==> src/rtl/lh_pkg.sv <==
// Shared constants and types for the light-hash plaintext streamer.
// Holds the null character, ASCII bounds, default digest width and FSM states.
package lh_pkg;

    localparam logic [7:0] NULL_CHAR = 8'h00;

    localparam logic [7:0] CH_0  = 8'h30;
    localparam logic [7:0] CH_9  = 8'h39;
    localparam logic [7:0] CH_UA = 8'h41;
    localparam logic [7:0] CH_UZ = 8'h5A;
    localparam logic [7:0] CH_LA = 8'h61;
    localparam logic [7:0] CH_LZ = 8'h7A;

    localparam int LH_DIGEST_W = 64;

    typedef enum logic [2:0] {
        IDLE,
        LOAD,
        STREAM,
        WAIT_DIG,
        REPORT
    } lh_strm_state_t;

endpackage

==> src/rtl/lh_msg_fifo.sv <==
// Synchronous 8-bit FIFO holding the host message before streaming.
// Ports: clk, rst, push/din (write), pop/dout (read), full, empty, count.
module lh_msg_fifo import lh_pkg::*; #(
    parameter int DEPTH = 16,
    localparam int AW = $clog2(DEPTH),
    localparam int CW = $clog2(DEPTH) + 1
) (
    input  logic          clk,
    input  logic          rst,
    input  logic          push,
    input  logic          pop,
    input  logic [7:0]    din,
    output logic [7:0]    dout,
    output logic          full,
    output logic          empty,
    output logic [CW-1:0] count
);

    logic [7:0]    mem [DEPTH];
    logic [AW-1:0] wr_ptr;
    logic [AW-1:0] rd_ptr;
    logic          do_push;
    logic          do_pop;

    assign full    = (count == CW'(DEPTH));
    assign empty   = (count == '0);
    assign do_push = push && !full;
    assign do_pop  = pop && !empty;
    assign dout    = mem[rd_ptr];

    always_ff @(posedge clk) begin
        if (do_push) begin
            mem[wr_ptr] <= din;
        end
    end

    // Pointers are log2(DEPTH) wide, so they wrap modulo DEPTH on their own.
    always_ff @(posedge clk) begin
        if (rst) begin
            wr_ptr <= '0;
            rd_ptr <= '0;
            count  <= '0;
        end else begin
            if (do_push) begin
                wr_ptr <= wr_ptr + 1'b1;
            end
            if (do_pop) begin
                rd_ptr <= rd_ptr + 1'b1;
            end
            unique case ({do_push, do_pop})
                2'b10:   count <= count + 1'b1;
                2'b01:   count <= count - 1'b1;
                default: count <= count;
            endcase
        end
    end

endmodule

==> src/rtl/lh_ptxt_streamer.sv <==
// Buffers a host message, streams it to the light-hash core, checks the digest.
// Ports: host msg_* in, ptxt_* out, core digest_* in, result_valid/flags/msg_len out.
module lh_ptxt_streamer import lh_pkg::*; #(
    parameter int MSG_DEPTH = 16,
    parameter int DIGEST_W  = LH_DIGEST_W,
    parameter int TIMEOUT   = 64,
    localparam int CW = $clog2(MSG_DEPTH) + 1,
    localparam int TW = $clog2(TIMEOUT + 1)
) (
    input  logic                clk,
    input  logic                rst,
    input  logic [7:0]          msg_char,
    input  logic                msg_valid,
    input  logic                msg_last,
    output logic                msg_ready,
    input  logic [DIGEST_W-1:0] exp_digest,
    output logic [7:0]          ptxt_char,
    output logic                ptxt_valid,
    input  logic [DIGEST_W-1:0] digest_char,
    input  logic                digest_ready,
    input  logic                err_invalid_ptxt_char,
    output logic                result_valid,
    output logic                match,
    output logic                err_invalid,
    output logic                err_timeout,
    output logic                truncated,
    output logic [CW-1:0]       msg_len
);

    lh_strm_state_t      state;
    lh_strm_state_t      next;
    logic [7:0]          dout;
    logic                full;
    logic                empty;
    logic [CW-1:0]       count;
    logic [TW-1:0]       tcnt;
    logic [DIGEST_W-1:0] exp_q;
    logic                pv_d;
    logic                inv_now;
    logic                push;
    logic                start;
    logic                cap;
    logic                trunc;
    logic                dig_hit;
    logic                tmo;

    lh_msg_fifo #(.DEPTH(MSG_DEPTH)) u_fifo (
        .clk   (clk),
        .rst   (rst),
        .push  (push),
        .pop   (ptxt_valid),
        .din   (msg_char),
        .dout  (dout),
        .full  (full),
        .empty (empty),
        .count (count)
    );

    assign push      = msg_valid && msg_ready;
    assign ptxt_char = ptxt_valid ? dout : NULL_CHAR;
    // The core's invalid flag for the final character may land in the
    // same cycle as the digest, so fold it in before comparing.
    assign inv_now   = err_invalid || (pv_d && err_invalid_ptxt_char);

    always_ff @(posedge clk) begin
        if (rst) begin
            state <= IDLE;
        end else begin
            state <= next;
        end
    end

    always_comb begin
        next         = state;
        msg_ready    = 1'b0;
        ptxt_valid   = 1'b0;
        result_valid = 1'b0;
        start        = 1'b0;
        cap          = 1'b0;
        trunc        = 1'b0;
        dig_hit      = 1'b0;
        tmo          = 1'b0;
        unique case (state)
            IDLE: begin
                msg_ready = !rst;
                if (msg_valid && msg_ready) begin
                    start = 1'b1;
                    if (msg_last) begin
                        cap  = 1'b1;
                        next = STREAM;
                    end else begin
                        next = LOAD;
                    end
                end
            end
            LOAD: begin
                msg_ready = !rst && !full;
                if (msg_valid && msg_ready) begin
                    if (msg_last) begin
                        cap  = 1'b1;
                        next = STREAM;
                    end else if (count == CW'(MSG_DEPTH - 1)) begin
                        cap   = 1'b1;
                        trunc = 1'b1;
                        next  = STREAM;
                    end
                end
            end
            STREAM: begin
                ptxt_valid = !empty;
                // Leave on the pop of the final character: no idle tail.
                if (count <= CW'(1)) begin
                    next = WAIT_DIG;
                end
            end
            WAIT_DIG: begin
                if (digest_ready) begin
                    dig_hit = 1'b1;
                    next    = REPORT;
                end else if (tcnt == TW'(TIMEOUT - 1)) begin
                    tmo  = 1'b1;
                    next = REPORT;
                end
            end
            REPORT: begin
                result_valid = 1'b1;
                next         = IDLE;
            end
            default: next = IDLE;
        endcase
    end

    always_ff @(posedge clk) begin
        if (rst) begin
            tcnt        <= '0;
            exp_q       <= '0;
            pv_d        <= 1'b0;
            match       <= 1'b0;
            err_invalid <= 1'b0;
            err_timeout <= 1'b0;
            truncated   <= 1'b0;
            msg_len     <= '0;
        end else begin
            pv_d <= ptxt_valid;
            tcnt <= (state == WAIT_DIG) ? tcnt + 1'b1 : '0;
            if (start) begin
                match       <= 1'b0;
                err_invalid <= 1'b0;
                err_timeout <= 1'b0;
                truncated   <= 1'b0;
                msg_len     <= '0;
            end
            if (cap) begin
                exp_q <= exp_digest;
            end
            if (trunc) begin
                truncated <= 1'b1;
            end
            if (ptxt_valid) begin
                msg_len <= msg_len + 1'b1;
            end
            if (pv_d && err_invalid_ptxt_char) begin
                err_invalid <= 1'b1;
            end
            if (dig_hit) begin
                match <= (digest_char == exp_q) && !inv_now;
            end
            if (tmo) begin
                err_timeout <= 1'b1;
                match       <= 1'b0;
            end
        end
    end

endmodule

==> config.mk <==
export PLATFORM = sky130hd
export DESIGN_NAME = lh_ptxt_streamer
export DESIGN_NICKNAME = d
export VERILOG_FILES = /design/src/rtl/lh_pkg.sv /design/src/rtl/lh_msg_fifo.sv /design/src/rtl/lh_ptxt_streamer.sv
export SDC_FILE = /design/constraint.sdc
export NUM_CORES = 1
export LEC_CHECK = 0
export ABC_AREA = 1
export CAP_MARGIN = 20
export CORE_MARGIN = 2
export CORE_UTILIZATION = 49
export CTS_CLUSTER_DIAMETER = 50
export DETAILED_ROUTE_END_ITERATION = 10
export GPL_ROUTABILITY_DRIVEN = 0
export PLACE_DENSITY = 0.87
export SLEW_MARGIN = 30
export SYNTH_ARGS = -nofsm -noshare
export SYNTH_HDL_FRONTEND = slang
export SYNTH_HIERARCHICAL = 1
export SYNTH_SLANG_ARGS = --single-unit
export TNS_END_PERCENT = 5
==> constraint.sdc <==
create_clock -name clk -period 2.2 [get_ports clk]
set_clock_uncertainty 0.15 [all_clocks]
set_input_delay 0.22 -clock clk [delete_from_list [all_inputs] [get_ports clk]]
set_output_delay 0.22 -clock clk [all_outputs]
set_load 0.01 [all_outputs]
==> results.tsv <==
metric	value	unit
routed_wl	28.3	mm
ant_nets	0	
clk_latency	0.56	ns
dp_hpwl	18.9	mm
syn_nets	1317	
post_dp_cell_area	0.0127	mm^2
grt_pass1_wl	43.5	mm
cts_inserted_buffers	29	
multiInputGateArea	0.00389	mm^2
drive_above_1_share	15.4	%
rsz0062_at_grt	yes	
worstPathArrival	2.27	ns
grt_usage	24.4	%
grt_overflow	0	
min_period_over_period	120	%
min_path_type	input pin to register	
hold_viol_final	0	
initial_core_util	49.8	%
p_per_area	987	mW/mm^2
clock-sinks	229	
syn_area	0.0105	mm^2
synth.distinct_cells	40	
synth_edf_count	128	
final_nets	1533	
synthArstFlopShare	0	%
final_area	0.0140	mm^2
final_cells	1679	
grt_pass1_vias	8685	
die_area	0.0226	mm^2
cts-root-buf	clkbuf_16	
cp-start-kind	register	
timing.final.ws_setup	-0.440	ns
worst_pin_slew	0.790	ns
clkSlewWorstSetupHoldPaths	0.06	ns
syn_avg_cell_area	8.99	um^2
fillers	1518	
dpl.cell_count	1617	
drv_cap	0	
swShare	30.8	%
wl_per_cell	16.9	um
drc_errors	0	
slew_violations	0	
die_x	150	um
ys_seq_elements	229	
pin_count	162	
slew-limit-headroom	47.2	%
crit_path_end_kind	primary output	
core_area	0.0210	mm^2
comb_power_share	27.1	%
num_vias	8889	
synth_ff_type	edfxtp_1	
fmax	379	MHz
vdd_drop_max	0.000663	V
dieHeight	150	um
finalSetupViolations	10	
final_cell_mix	171 x nand2_1, 161 x inv_1, 150 x clkdlybuf4s50_1	
holdCritStartpoint	exp_digest[62]	
viasPerCell	5.29	
area_growth	33.9	%
intPower	0.00957	W
ys_seq_area_share	56.0	%
pwr-share-seq	37.1	%
post-route-min-period	2.64	ns
r2r_slack	-0.03	ns
seq_area	0.00588	mm^2
final_common_cell	nand2_1	
antennaDiodeCount	0	
crit_type	register to primary output	
clkPwrFrac	35.8	%
drt_iter0_drc	623	
power.net_switching	0.00427	W
clk_path_buf_depth	3	
cts_htree_levels	1	
worstPathMaxFanout	12	
num_rows	53	
r2r_start	state[0]$_SDFFE_PP0P_	
violations	negative setup slack	
syn_inst	1165	
firstDrtPassIters	4	
yosysWarningCount	6	
cp_data_required_time	1.83	ns
status	finished with violations	
grt_max_degree	71	
grt_antenna_before_repair	0	
leakage	5.57	nW
cts_tree	done	
io_buffers	161	
-- kinds of logic after synthesis --
| group | share of synthesized area (%) |
|---|---|
| XOR/XNOR | 1.49 |
| multiplexers | 3.06 |
| flip-flops | 56.0 |
| adder cells (fa/ha/maj) | 1.19 |
| AND/OR/NAND/NOR | 16.4 |
| buffers and inverters | 8.55 |
| AO/OA/AOI/OAI | 13.3 |
-- synthesized netlist by cell type (3+ instances only) --
cell type	count	share of area, %
nand2_1	174	6.2
inv_1	165	5.9
nor2_1	163	5.8
edfxtp_1	128	37
o21ai_0	103	4.9
dfxtp_1	101	19
a21oi_1	82	3.9
mux2i_1	32	3.1
nand3_1	32	1.5
o211ai_1	32	2.3
clkbuf_1	24	0.86
o21ai_1	18	0.86
nand4_1	12	0.72
xnor2_1	12	1.0
a21oi_2	10	0.84
ha_1	10	1.2
buf_6	9	0.97
buf_2	7	0.33
or2_2	7	0.42
nor3_1	6	0.29
inv_2	5	0.18
nor2_2	5	0.30
xor2_1	4	0.33
nand2_4	3	0.32
-- flip-flops by register name (all words and copies together), names as in the netlist, named ones only --
register / flops
u_fifo/count: 5
state: 3
u_fifo/wr_ptr: 4
u_fifo/mem: 128
match: 1
msg_len: 5
tcnt: 7
err_timeout: 1
err_invalid: 1
truncated: 1
exp_q: 64
pv_d: 1
u_fifo/rd_ptr: 4
-- worst paths after layout --
check,end,cells after the start
worst max-delay path,ptxt_char[7],9
worst min-delay path,exp_q[62]$_SDFFE_PP0P_,3
worst max register to register,u_fifo/count[4]$_SDFFE_PP0P_,16
worst min register to register,tcnt[0]$_SDFF_PP0_,1
-- through the flow --
stage	util, %	setup WS, ns	TNS, ns	hold slack (ns)	power, W
final	66.7	-0.440	-3.13	0.119	0.0138
after global routing	66.7	-0.520	-7.83	0.120	0.0144
after CTS	66.1	-0.360	-2.47	0.107	0.0137
after detailed placement	60.6	-0.137	-4.40	0.294	0.00862
after global placement	60.6	-0.0766	-0.510	0.283	0.00847
after floorplan	-	-0.0835	-0.307	0.139	0.00728
-- what timing repair did --
item	4_1_cts	5_1_grt
buffers inserted	2	2
resized for setup	66	42
hold buffers	0	0
pin swaps	13	17
setup endpoints to repair	85	143
gates cloned	3	1
-- power by group through the flow --
stage | logic (W) | registers [W] | clock network [W]
after floorplan | 0.00209 | 0.00519 | 0
after global placement | 0.00330 | 0.00518 | 0
after detailed placement | 0.00342 | 0.00520 | 0
after CTS | 0.00359 | 0.00513 | 0.00499
after global routing | 0.00411 | 0.00517 | 0.00516
final | 0.00375 | 0.00513 | 0.00496
-- per-layer routing --
| layer | wire length, um | GRT usage (%) | part of all wire, % |
|---|---|---|---|
| met1 | 10500 | 28.0 | 37 |
| met2 | 14200 | 43.6 | 50 |
| met3 | 2380 | 6.12 | 8.4 |
| met4 | 1220 | 10.1 | 4.3 |
| met5 | 0 | 0 | 0 |
-- layout make-up --
cell class	instances	share of cell area, %
multi-input cells	721	27.7
inverters	172	4.64
well taps	275	2.45
repair buffers	228	16.0
clock buffers	37	5.82
flip-flops and latches	229	41.9
clock inverters	17	1.52
-- critical path: stages (launching register included) --
cell and delay, ns:
dfxtp_4 0.39, buf_4 0.15, buf_12 0.15, mux2i_1 0.15, o211ai_1 0.25, nand3_1 0.21
nand2_1 0.15, inv_1 0.05, nor2_1 0.08, buf_2 0.13
(Power assumes the default switching activity.)
